[config.mk]
export PLATFORM = sky130hd
export DESIGN_NAME = ahb_write_beat_assembler
export DESIGN_NICKNAME = d
export VERILOG_FILES = /design/src/rtl/ahb_write_beat_assembler.sv
export SDC_FILE = /design/constraint.sdc
export NUM_CORES = 1
export LEC_CHECK = 0
export BUFFER_PORTS_ARGS = -buffer_cell sky130_fd_sc_hd__buf_2
export CAP_MARGIN = 20
export CORE_MARGIN = 2
export CORE_UTILIZATION = 37
export CTS_CLUSTER_SIZE = 20
export DETAILED_ROUTE_END_ITERATION = 12
export PLACE_DENSITY = 0.55
export SLEW_MARGIN = 20
export SYNTH_ARGS = -nofsm -noshare
export SYNTH_HDL_FRONTEND = slang
export SYNTH_SLANG_ARGS = --single-unit
[constraint.sdc]
create_clock -name HCLK -period 6.6 [get_ports HCLK]
set_input_delay 0.66 -clock HCLK [delete_from_list [all_inputs] [get_ports HCLK]]
set_output_delay 0.66 -clock HCLK [all_outputs]
set_load 0.01 [all_outputs]
[src/rtl/ahb_write_beat_assembler.sv]
// Purpose    : AHB-Lite slave write front end; packs four 32-bit word-write beats into one
//              128-bit word tagged with its register region (HADDR[5:4]).
// Latency    : word is valid the cycle after its 4th data phase completes; zero wait states otherwise.
// Backpressure: only a word-completing beat stalls (HREADYOUT=0) while the output word is unaccepted.
//
// Ports:
//   HCLK, HRESETn             clock, synchronous active-low reset
//   HSEL, HADDR, HWRITE,      AHB-Lite address phase
//   HTRANS, HSIZE, HREADY
//   HWDATA                    AHB-Lite data phase write data
//   HREADYOUT, HRESP          slave response (wait state / ERROR)
//   swdata, swdata_region     assembled word (beat k at [32k+31:32k]) and its region
//   swdata_valid, swdata_ready  valid/ready handshake to the slave write stage
module ahb_write_beat_assembler #(
  parameter int DATA_W = 32,
  parameter int BEATS  = 4
) (
  input  logic                     HCLK,
  input  logic                     HRESETn,
  input  logic                     HSEL,
  input  logic [31:0]              HADDR,
  input  logic                     HWRITE,
  input  logic [1:0]               HTRANS,
  input  logic [2:0]               HSIZE,
  input  logic                     HREADY,
  input  logic [DATA_W-1:0]        HWDATA,
  output logic                     HREADYOUT,
  output logic                     HRESP,
  output logic [DATA_W*BEATS-1:0]  swdata,
  output logic [1:0]               swdata_region,
  output logic                     swdata_valid,
  input  logic                     swdata_ready
);

  localparam int WORD_W = DATA_W * BEATS;
  localparam int ASM_W  = WORD_W - DATA_W;        // the last beat goes straight to the output register
  localparam int LANE_W = $clog2(BEATS);
  localparam int LANE_LO = 2;                     // byte offset bits of a word address
  localparam int REG_LO  = LANE_LO + LANE_W;      // region bits sit directly above the lane bits
  localparam logic [LANE_W-1:0] LAST_LANE = LANE_W'(BEATS - 1);
  localparam logic [2:0] SIZE_WORD = 3'b010;

  typedef enum logic [1:0] {
    ST_IDLE = 2'd0,   // no data phase pending
    ST_DATA = 2'd1,   // data phase of an accepted write
    ST_ERR1 = 2'd2,   // first ERROR cycle (wait)
    ST_ERR2 = 2'd3    // second ERROR cycle (ready)
  } state_t;

  state_t state_q, state_d;

  // Address-phase information carried into the data phase.
  logic [LANE_W-1:0] lat_lane;
  logic [1:0]        lat_region;
  logic [2:0]        lat_size;
  logic              lat_misalign;

  // Assembly of the first BEATS-1 beats, kept apart from the output register so
  // that these beats never have to wait for the downstream stage.
  logic [ASM_W-1:0]  asm_data;
  logic [1:0]        asm_region;
  logic [LANE_W-1:0] beat_cnt;

  logic addr_acc;
  logic addr_take;
  logic beat_legal;
  logic last_beat;
  logic slot_free;
  logic stall;
  logic beat_done;

  // High address bits and HTRANS[0] do not affect a write beat.
  logic unused_inputs;
  assign unused_inputs = ^{HADDR[31:REG_LO+2], HTRANS[0]};

  // ------------------------------------------------------------------
  // Transfer qualification
  // ------------------------------------------------------------------
  assign addr_acc = HSEL & HREADY & HWRITE & HTRANS[1];

  // Beat 0 fixes the region; later beats must match it and arrive in lane order,
  // so an out-of-order wrapping burst is rejected here as well.
  assign beat_legal = (lat_size == SIZE_WORD) && !lat_misalign &&
                      (lat_lane == beat_cnt) &&
                      ((beat_cnt == '0) || (lat_region == asm_region));

  assign last_beat = (beat_cnt == LAST_LANE);

  // The output slot can take a new word if it is empty or is being consumed now.
  assign slot_free = !swdata_valid || swdata_ready;

  assign stall     = (state_q == ST_DATA) && beat_legal && last_beat && !slot_free;
  assign beat_done = (state_q == ST_DATA) && beat_legal && !stall;

  // A new address phase is only taken when no data phase is still being held;
  // an address phase shown during the error response is cancelled by the master.
  assign addr_take = addr_acc && ((state_q == ST_IDLE) || beat_done);

  // ------------------------------------------------------------------
  // FSM: state register
  // ------------------------------------------------------------------
  always_ff @(posedge HCLK) begin
    if (!HRESETn) begin
      state_q <= ST_IDLE;
    end else begin
      state_q <= state_d;
    end
  end

  // ------------------------------------------------------------------
  // FSM: next state
  // ------------------------------------------------------------------
  always_comb begin
    state_d = state_q;
    case (state_q)
      ST_IDLE: begin
        if (addr_take) begin
          state_d = ST_DATA;
        end
      end
      ST_DATA: begin
        if (!beat_legal) begin
          state_d = ST_ERR1;
        end else if (stall) begin
          state_d = ST_DATA;
        end else if (addr_take) begin
          state_d = ST_DATA;
        end else begin
          state_d = ST_IDLE;
        end
      end
      ST_ERR1: state_d = ST_ERR2;
      ST_ERR2: state_d = ST_IDLE;
      default: state_d = ST_IDLE;
    endcase
  end

  // ------------------------------------------------------------------
  // FSM: bus response
  // An illegal beat is first held with one OKAY wait state (the data phase
  // has not finished yet), then gets the two-cycle ERROR response.
  // ------------------------------------------------------------------
  always_comb begin
    HREADYOUT = 1'b1;
    HRESP     = 1'b0;
    case (state_q)
      ST_IDLE: begin
        HREADYOUT = 1'b1;
        HRESP     = 1'b0;
      end
      ST_DATA: begin
        HREADYOUT = beat_done;
        HRESP     = 1'b0;
      end
      ST_ERR1: begin
        HREADYOUT = 1'b0;
        HRESP     = 1'b1;
      end
      ST_ERR2: begin
        HREADYOUT = 1'b1;
        HRESP     = 1'b1;
      end
      default: begin
        HREADYOUT = 1'b1;
        HRESP     = 1'b0;
      end
    endcase
  end

  // ------------------------------------------------------------------
  // Address latch, assembly and output word
  // ------------------------------------------------------------------
  always_ff @(posedge HCLK) begin
    if (!HRESETn) begin
      lat_lane      <= '0;
      lat_region    <= '0;
      lat_size      <= '0;
      lat_misalign  <= 1'b0;
      asm_data      <= '0;
      asm_region    <= '0;
      beat_cnt      <= '0;
      swdata        <= '0;
      swdata_region <= '0;
      swdata_valid  <= 1'b0;
    end else begin
      if (addr_take) begin
        lat_lane     <= HADDR[LANE_LO +: LANE_W];
        lat_region   <= HADDR[REG_LO +: 2];
        lat_size     <= HSIZE;
        lat_misalign <= |HADDR[1:0];
      end

      // Error drops any partial word; stale lanes are overwritten by the next word.
      if (state_q == ST_ERR1) begin
        beat_cnt <= '0;
      end

      if (beat_done && !last_beat) begin
        for (int k = 0; k < BEATS - 1; k++) begin
          if (beat_cnt == LANE_W'(k)) begin
            asm_data[k*DATA_W +: DATA_W] <= HWDATA;
          end
        end
        if (beat_cnt == '0) begin
          asm_region <= lat_region;
        end
        beat_cnt <= beat_cnt + LANE_W'(1);
      end

      // A completing beat replaces the output word; this also covers the
      // back-to-back case where the old word is consumed in the same cycle.
      if (beat_done && last_beat) begin
        swdata        <= {HWDATA, asm_data};
        swdata_region <= asm_region;
        swdata_valid  <= 1'b1;
        beat_cnt      <= '0;
      end else if (swdata_valid && swdata_ready) begin
        swdata_valid  <= 1'b0;
      end
    end
  end

endmodule

# ---- Yosys cells after proc, flatten, opt, wreduce, memory -nomap -nowiden
# Index checks and enable logic that the tools add are counted.
dict set report word_totals {
  regBits 241
  elab_cells 70
  input_bits 75
  output_inout_bits 133
}
dict set report classes {
  muxes 11
  addsub 1
  n_bitwise 4
  n_reduce_logical 31
  n_eq_ne 10
}
# cell count
set ops {}
lappend ops {{1-bit logical AND} 11}
lappend ops {{2-bit OR reduction} 5}
lappend ops {{2-bit equality test, second input constant} 4}
lappend ops {{2-bit 2-to-1 mux} 4}
lappend ops {{2-bit one-hot mux with 4 select lines} 1}
lappend ops {{2-bit AND reduction} 3}
lappend ops {{1-bit logical NOT} 5}
lappend ops {{2-bit by 1-bit equality test with 1-bit output, second input constant} 2}
lappend ops {{2-bit equality test} 2}
lappend ops {{2-bit logical NOT} 2}
lappend ops {{1-bit 2-to-1 mux} 4}
lappend ops {{2-bit nonzero test} 2}
lappend ops {{1-bit AND} 3}
lappend ops {{3-bit by 2-bit equality test with 1-bit output, second input constant} 1}
lappend ops {{1-bit logical OR} 3}
lappend ops {{1-bit one-hot mux with 3 select lines} 1}
lappend ops {{2-bit by 1-bit adder with 2-bit output, second input constant} 1}
lappend ops {{2-bit inequality test, second input constant} 1}
lappend ops {{1-bit one-hot mux with 2 select lines} 1}
lappend ops {{1-bit NOT} 1}

# ---- Logic depth before layout (Yosys ltp)
# Gate-level depths: netlist (run 1).
dict set report logic_depth {
  word_depth 15
  mapped_depth 9
}

# ---- Worst setup path before layout (run 1)
# OpenSTA, ideal clock, no wires.
dict set report synth_timing {
  path_kind {register to register}
  start {register lat_misalign}
  end {register swdata[111]}
  path_buffers 3
  setup_ns 0.072
  arrival_ns 2.334
  stages_incl_launch_ff 8
  setup_slack_ns 4.194
  t_required_ns 6.528
  path_cell_list {dfxtp_1 or4b_1 or4_1 clkbuf_1 nor3_2 buf_4 buf_6 mux2i_1}
}
dict set report synth_via {
  elab_chain_cells 10
}
# item line
set synth_rtl {}
lappend synth_rtl {{start, declared} 56} ;# logic lat_misalign;
lappend synth_rtl {{start signal, assigned} 190} ;# lat_misalign <= |HADDR[1:0];
lappend synth_rtl {{1-bit logical NOT *} 83} ;# assign beat_legal = (lat_size == SIZE_WORD) && !lat_misalign &&
lappend synth_rtl {{1-bit logical AND * (2 in a row)} 83}
lappend synth_rtl {{1-bit logical AND *} 84} ;# (lat_lane == beat_cnt) &&
lappend synth_rtl {{1-bit logical AND *} {92, 93}}
lappend synth_rtl {{1-bit logical AND (2 in a row)} 92} ;# assign stall = (state_q == ST_DATA) && beat_legal && last_beat && !slot_free;
lappend synth_rtl {{1-bit logical NOT} 93} ;# assign beat_done = (state_q == ST_DATA) && beat_legal && !stall;
lappend synth_rtl {{1-bit logical AND *} 93}
lappend synth_rtl {{1-bit logical AND *} 212} ;# if (beat_done && last_beat) begin
lappend synth_rtl {{end signal, assigned} 213} ;# swdata <= {HWDATA, asm_data};
lappend synth_rtl {{end, declared} 29} ;# output logic [DATA_W*BEATS-1:0] swdata,
# Every way passes the cells marked *; elsewhere a longest branch is shown, timed or not.
# A chain may end at the register's enable or synchronous reset.

# ---- Worst setup path after layout (run 1)
dict set report layout_timing {
  start {register lat_misalign}
  end {register swdata[62]}
}
# Same word-level chain as after synthesis.

==> results of run 1 <==
-- flip-flops by register name, summed over array words and instances (netlist names), named ones only --
signal and flops:
state_q 1, swdata_valid 1, lat_region 2, asm_data 96, swdata 128, lat_misalign 1, swdata_region 2, asm_region 2
beat_cnt 2, lat_lane 2, lat_size 3
-- stage by stage --
stage	area [um2]	utilization, %	power [mW]	setup slack (ns)
finish	11200	45.7	2.95	3.19
global route	11200	45.7	3.07	3.00
CTS	11100	45.7	3.00	3.16
detailed placement	10300	42.3	1.59	3.18
global placement	10300	42.3	1.59	3.18
floorplan	9240	-	1.56	4.19
-- cells in the mapped netlist, drive strengths merged --
cell type,count,area [um2]
a211o,3,26.3
a211oi,1,7.51
a21o,1,7.51
a21oi,4,20.0
a311oi,1,8.76
a32oi,5,43.8
and2,9,56.3
and4,1,8.76
buf,23,174
clkbuf,40,150
clkinv,1,3.75
dfxtp,241,4820
ha,9,113
inv,6,22.5
mux2i,228,2280
nand2,268,1010
nand2b,2,12.5
nand3,12,70.1
nand3b,2,15.0
nor2,34,128
nor2b,1,6.26
nor3,2,15.0
nor4,2,12.5
o2111ai,7,61.3
o211ai,6,45.0
o21a,1,7.51
o21ai,2,10.0
o221ai,3,26.3
o22ai,1,6.26
o31ai,1,7.51
or2,1,6.26
or4,1,7.51
or4b,1,10.0
xnor2,2,17.5
xor2,2,17.5
-- area by class of cell --
class,instances,area [um2],area share [%]
inverters,7,26.3,0.236
repair buffers,190,985,8.83
clock inverters,3,17.5,0.157
well taps,324,405,3.63
multi-input cells,613,4080,36.6
clock buffers,43,816,7.31
flip-flops and latches,241,4820,43.3
-- kinds of logic (layout without fill, tap and decap cells) --
logic type | count (synthesis) | in the layout | synth area share, %
simple gates | 336 | 336 | 14.7
xor+xnor | 4 | 4 | 0.379
mux | 228 | 228 | 24.7
buf+inv | 70 | 243 | 3.79
flops | 241 | 241 | 52.2
compound gates | 36 | 36 | 3.01
fa+ha+maj | 9 | 9 | 1.22
-- power by group through the flow --
stage               Sequential, mW  Clock [mW]  Combinational (mW)
floorplan                     1.50           0              0.0591
global placement              1.50           0              0.0933
detailed placement            1.50           0              0.0933
CTS                           1.47        1.44              0.0936
global route                  1.47        1.49               0.103
finish                        1.47        1.39              0.0932
-- per-layer routing --
metal | GRT usage, % | part of all wire, %
met2 | 25.1 | 45
met3 | 3.45 | 5.6
met5 | 0 | 0.062
met4 | 3.66 | 1.3
met1 | 21.1 | 48
-- final timing paths --
| path | from | end | slack, ns | depth (start not counted) |
|---|---|---|---|---|
| worst max-delay path | lat_misalign | swdata[62] | 3.19 | 6 |
| worst min-delay path | HWDATA[2] | asm_data[2] | 0.40 | 3 |
| worst max register to register | lat_misalign | swdata[62] | 3.19 | 6 |
| worst min register to register | swdata[43] | swdata[43] | 0.45 | 2 |
-- critical path: cells and delay by family, from the launching register on --
family / cells / cell delay, ns
buf+inv: 2 / 1.17
simple gates: 3 / 1.57
mux: 1 / 0.26
flops: 1 / 0.31
==> results.md, run 1 <==
* Insertion delay to the later sink of the worst-skew pair at 0.51 ns
* Mapped cell area at 9240 um2
* Iteration-0 DRC Markers at 279
* Die area at 26200 um2
* PD cells at 265 nW/um2
* Area of the core at 24400 um2
* Initial antenna violation count at 1
* Psw at 0.627 mW
* Gate Count Post-Synth at 924
* Clock share of power at 47.1%
* Netlist cell types at 39
* Port buffer count at 180
* Outcome: complete, no violations
* Maximum VDD drop at 0.000141 V
* Num ports at 208
* Hold WS at 0.398 ns
* Power Internal at 2.33 mW
* # nets final at 1163
* Worst EP arrival at 3.84 ns
* DR vias at 6658
* Worst path cell trace: or4b_1, or4_1, nor3_4, buf_4, buf_4, mux2i_1
* Vias in the first global route at 6356
* Final setup violation count at 0
* Post-placement cell count at 1375
* Synthesis-to-layout area growth at 20.8%
* Crit start category: flop
* Headroom to the max-slew limit at 31.0%
* GRT overflow at 0
* Combinational share of power at 3.2%
* Sum of negative setup slack at 0 ns
* Total CTS buffers at 26
* Placer Congestion at 0.717
* Commonest non-fill, non-tap cells in the layout: nand2_1, dfxtp_1, mux2i_1, buf_2, nor2_1
* Achievable frequency at 0.293 GHz
* Ratio of final minimum period to clock period at 51.7%
* Chip width at 162 um
* Std cell rows at 57
* Initial Util at 37.9%
* Pre-antenna DRT Iters at 4
* # fillers at 2438
* Critical Setup Path Class: flop to flop
* Via density at 4.69
* Lkg Pwr at 4.71 nW
* Post-detail-place hpwl at 13.4 mm
* Worst path slowest cell: buf_4
* CTS sink count at 241
* Share of layout cells above drive strength 1 at 21.3%
* RSZ-0062 raised after global routing: false
* Most common cell after layout, fill and taps aside: nand2_1
* Routed WL per cell at 14.8 um
* Diodes inserted at 0
* CTS Hold Bufs at 0
* Worst Path Required at 7.03 ns
* Hold crit path type: input pin to flop
* ANT nets after route at 0
* Crit path max fanout at 48
* Final Skew at 0.00997 ns
* Seq pwr share at 49.7%
* Syn_area_per_cell at 10.0 um2
* Global-route wire length before repair at 33.4 mm
* Sequential share of the synthesized area at 52.2%
* Final Hold Violating Endpoints at 0
* Largest net degree at the start of global routing at 147
* TritonCTS clock tree: yes
* GR Util All Layers at 15.5%
* Residual DRC at 0
* Height of the die at 162 um
* Crit. End Element: flop
* Seq cells post-synth at 241
* # H-tree levels at 1
* CTS resizes at 0
* Post-route minimum period at 3.41 ns
* Clock Root Buffer: clkbuf_16
* Post-Syn Nets at 1008
* Maximum capacitance violations at 0
* Clock buffer depth at 3
* CP dominant cell by count: buf_4
* Layout Cells excl Fill at 1421
* Actual slew at the worst max-slew pin at 1.04 ns
* Synth warnings at 0
* Final WL at 21.0 mm
* Clock transition at path regs at 0.06 ns
* Slowest Stage Delay on Critical Path at 0.74 ns
* Post-CTS setup buffers at 0
* Switching share of power at 21.2%
* Pins over their slew limit at 0
Note: power is estimated with default switching activity, not from simulation.
==> inputs of run 2 (changes only) <==
clock period = 3.6 ns   (was 6.6 ns; I/O delays follow)
==> results.md, run 2 (same netlist as run 1, synthesis figures left out) <==
* Outcome: complete, no violations
* CP bufs+invs at 1
* CTS resizes at 0
* Initial Util at 37.9%
* Final Hold Violating Endpoints at 0
* Total CTS buffers at 27
* Clock buffer depth at 3
* Most common cell after layout, fill and taps aside: nand2_1
* Post-route minimum period at 2.87 ns
* Std cell rows at 57
* Final setup violation count at 0
* Clock Root Buffer: clkbuf_16
* Post-detail-place hpwl at 12.9 mm
* PD cells at 508 nW/um2
* Crit start category: flop
* Maximum VDD drop at 0.000248 V
* GR Util All Layers at 15.8%
* # H-tree levels at 1
* R2r startpoint: lat_misalign
* Crit. End Element: output pin
* DR vias at 6644
* Clock share of power at 50.1%
* Share of layout cells above drive strength 1 at 21.7%
* Die area at 26200 um2
* Height of the die at 162 um
* CTS Hold Bufs at 0
* Commonest non-fill, non-tap cells in the layout: nand2_1, dfxtp_1, mux2i_1, buf_2, nor2_1
* RSZ-0062 raised after global routing: false
* Psw at 1.19 mW
* Crit path max fanout at 9
* Setup crit start: lat_misalign
* Port buffer count at 180
* Actual slew at the worst max-slew pin at 1.14 ns
* Power Internal at 4.55 mW
* # fillers at 2407
* Global-route wire length before repair at 34.3 mm
* Chip width at 162 um
* Worst path cell trace: or4b_1, nor3_1, nand3_1, o22ai_1, buf_2
* Sum of negative setup slack at 0 ns
* Routed WL per cell at 14.6 um
* Largest net degree at the start of global routing at 235
* Critical Setup Path Class: flop to output pin
* Delay-heaviest family, CP: simple AND/OR/NAND/NOR gates
* # nets final at 1163
* Seq pwr share at 46.9%
* Post-CTS setup buffers at 0
* Residual DRC at 0
* Reg area at 4820 um2
* Achievable frequency at 0.349 GHz
* Num ports at 208
* Worst EP arrival at 2.51 ns
* Multi-input gate area at 4070 um2
* Reg with most FFs: swdata
* Hold crit path type: input pin to flop
* Headroom to the max-slew limit at 23.9%
* Initial antenna violation count at 1
* Flop2flop setup slack at 0.75 ns
* R2R Path End: swdata[79]
* Max reg flops at 128
* Top flop regs: swdata: 128 flops, asm_data: 96 flops, lat_size: 3 flops
* Placer Congestion at 0.713
* CTS sink count at 241
* Critical path endpoint: HREADYOUT
* Worst Path Required at 3.24 ns
* Slowest Stage Delay on Critical Path at 0.61 ns
* Hold WS at 0.0900 ns
* Insertion delay to the later sink of the worst-skew pair at 0.52 ns
* R2R depth at 5
* Final Skew at 0.00914 ns
* ANT nets after route at 0
* GRT overflow at 0
* Clock transition at path regs at 0.06 ns
* Area of the core at 24400 um2
* TritonCTS clock tree: yes
* Combinational share of power at 3.0%
* Post-placement cell count at 1374
* Iteration-0 DRC Markers at 336
* Pins over their slew limit at 0
* Via density at 4.67
* Final WL at 20.8 mm
* Synthesis-to-layout area growth at 22.3%
* Worst path slowest cell: or4b_1
* Lkg Pwr at 4.78 nW
* Maximum capacitance violations at 0
* Vias in the first global route at 6582
* Switching share of power at 20.7%
* Crit. path cell count at 5
* Layout Cells excl Fill at 1422
* Ratio of final minimum period to clock period at 79.7%
* Pre-antenna DRT Iters at 4
==> run 2: changes by cell type in the layout (fill, tap and decap cells not counted), sizes merged <==
cell,change
clkbuf,-5
bufinv,+4
clkinv,+2
buf,-1
clkinvlp,-1
diode,+1
inv,+1
==> run 2: layer usage <==
layer | routed length, um | global-route usage (%)
met1 | 9770 | 20.8
met2 | 9490 | 26.2
met3 | 1240 | 3.86
met4 | 310 | 3.74
met5 | 0 | 0
==> run 2: worst min path at each step <==
stage                startpoint      endpoint  slack, ns  cells past startpoint
floorplan           asm_data[0]     swdata[0]       0.44                      2
global placement     swdata[18]    swdata[18]       0.44                      2
detailed placement   swdata[45]    swdata[45]       0.44                      2
CTS                  HWDATA[14]  asm_data[14]       0.06                      3
global route         HWDATA[14]  asm_data[14]       0.08                      3
finish               HWDATA[14]  asm_data[14]       0.09                      3
==> run 2: through the flow <==
step / area (um2) / setup slack [ns] / util, % / power, mW
3_3_place_gp: 10300 / 0.778 / 42.4 / 2.92
3_5_place_dp: 10300 / 0.744 / 42.4 / 2.92
6_report: 11300 / 0.731 / 46.3 / 5.74
4_1_cts: 11300 / 0.665 / 46.3 / 5.84
5_1_grt: 11300 / 0.542 / 46.3 / 5.96
2_1_floorplan: 9240 / 1.19 / - / 2.86
==> run 2: tightest hold or removal path, delay by kind of cell <==
kind,cells,cell delay [ns]
muxes,1,0.06
buffers and inverters,1,0.09
and+or+nand+nor,1,0.07
==> run 2: layout make-up <==
type,instances,share of cell area [%]
inverters,7,0.233
multi-input cells,613,36.1
diodes,1,0.0222
repair buffers,189,8.99
well taps,324,3.59
flip-flops and latches,241,42.7
clock buffers,38,7.06
clock inverters,9,1.32
==> run 2: power by group through the flow <==
stage / sequential, mW / combinational [mW] / clock [mW]
after global placement: 2.75 / 0.172 / 0
after global routing: 2.69 / 0.190 / 3.08
after CTS: 2.69 / 0.173 / 2.97
after floorplan: 2.75 / 0.108 / 0
final: 2.69 / 0.170 / 2.88
after detailed placement: 2.75 / 0.172 / 0
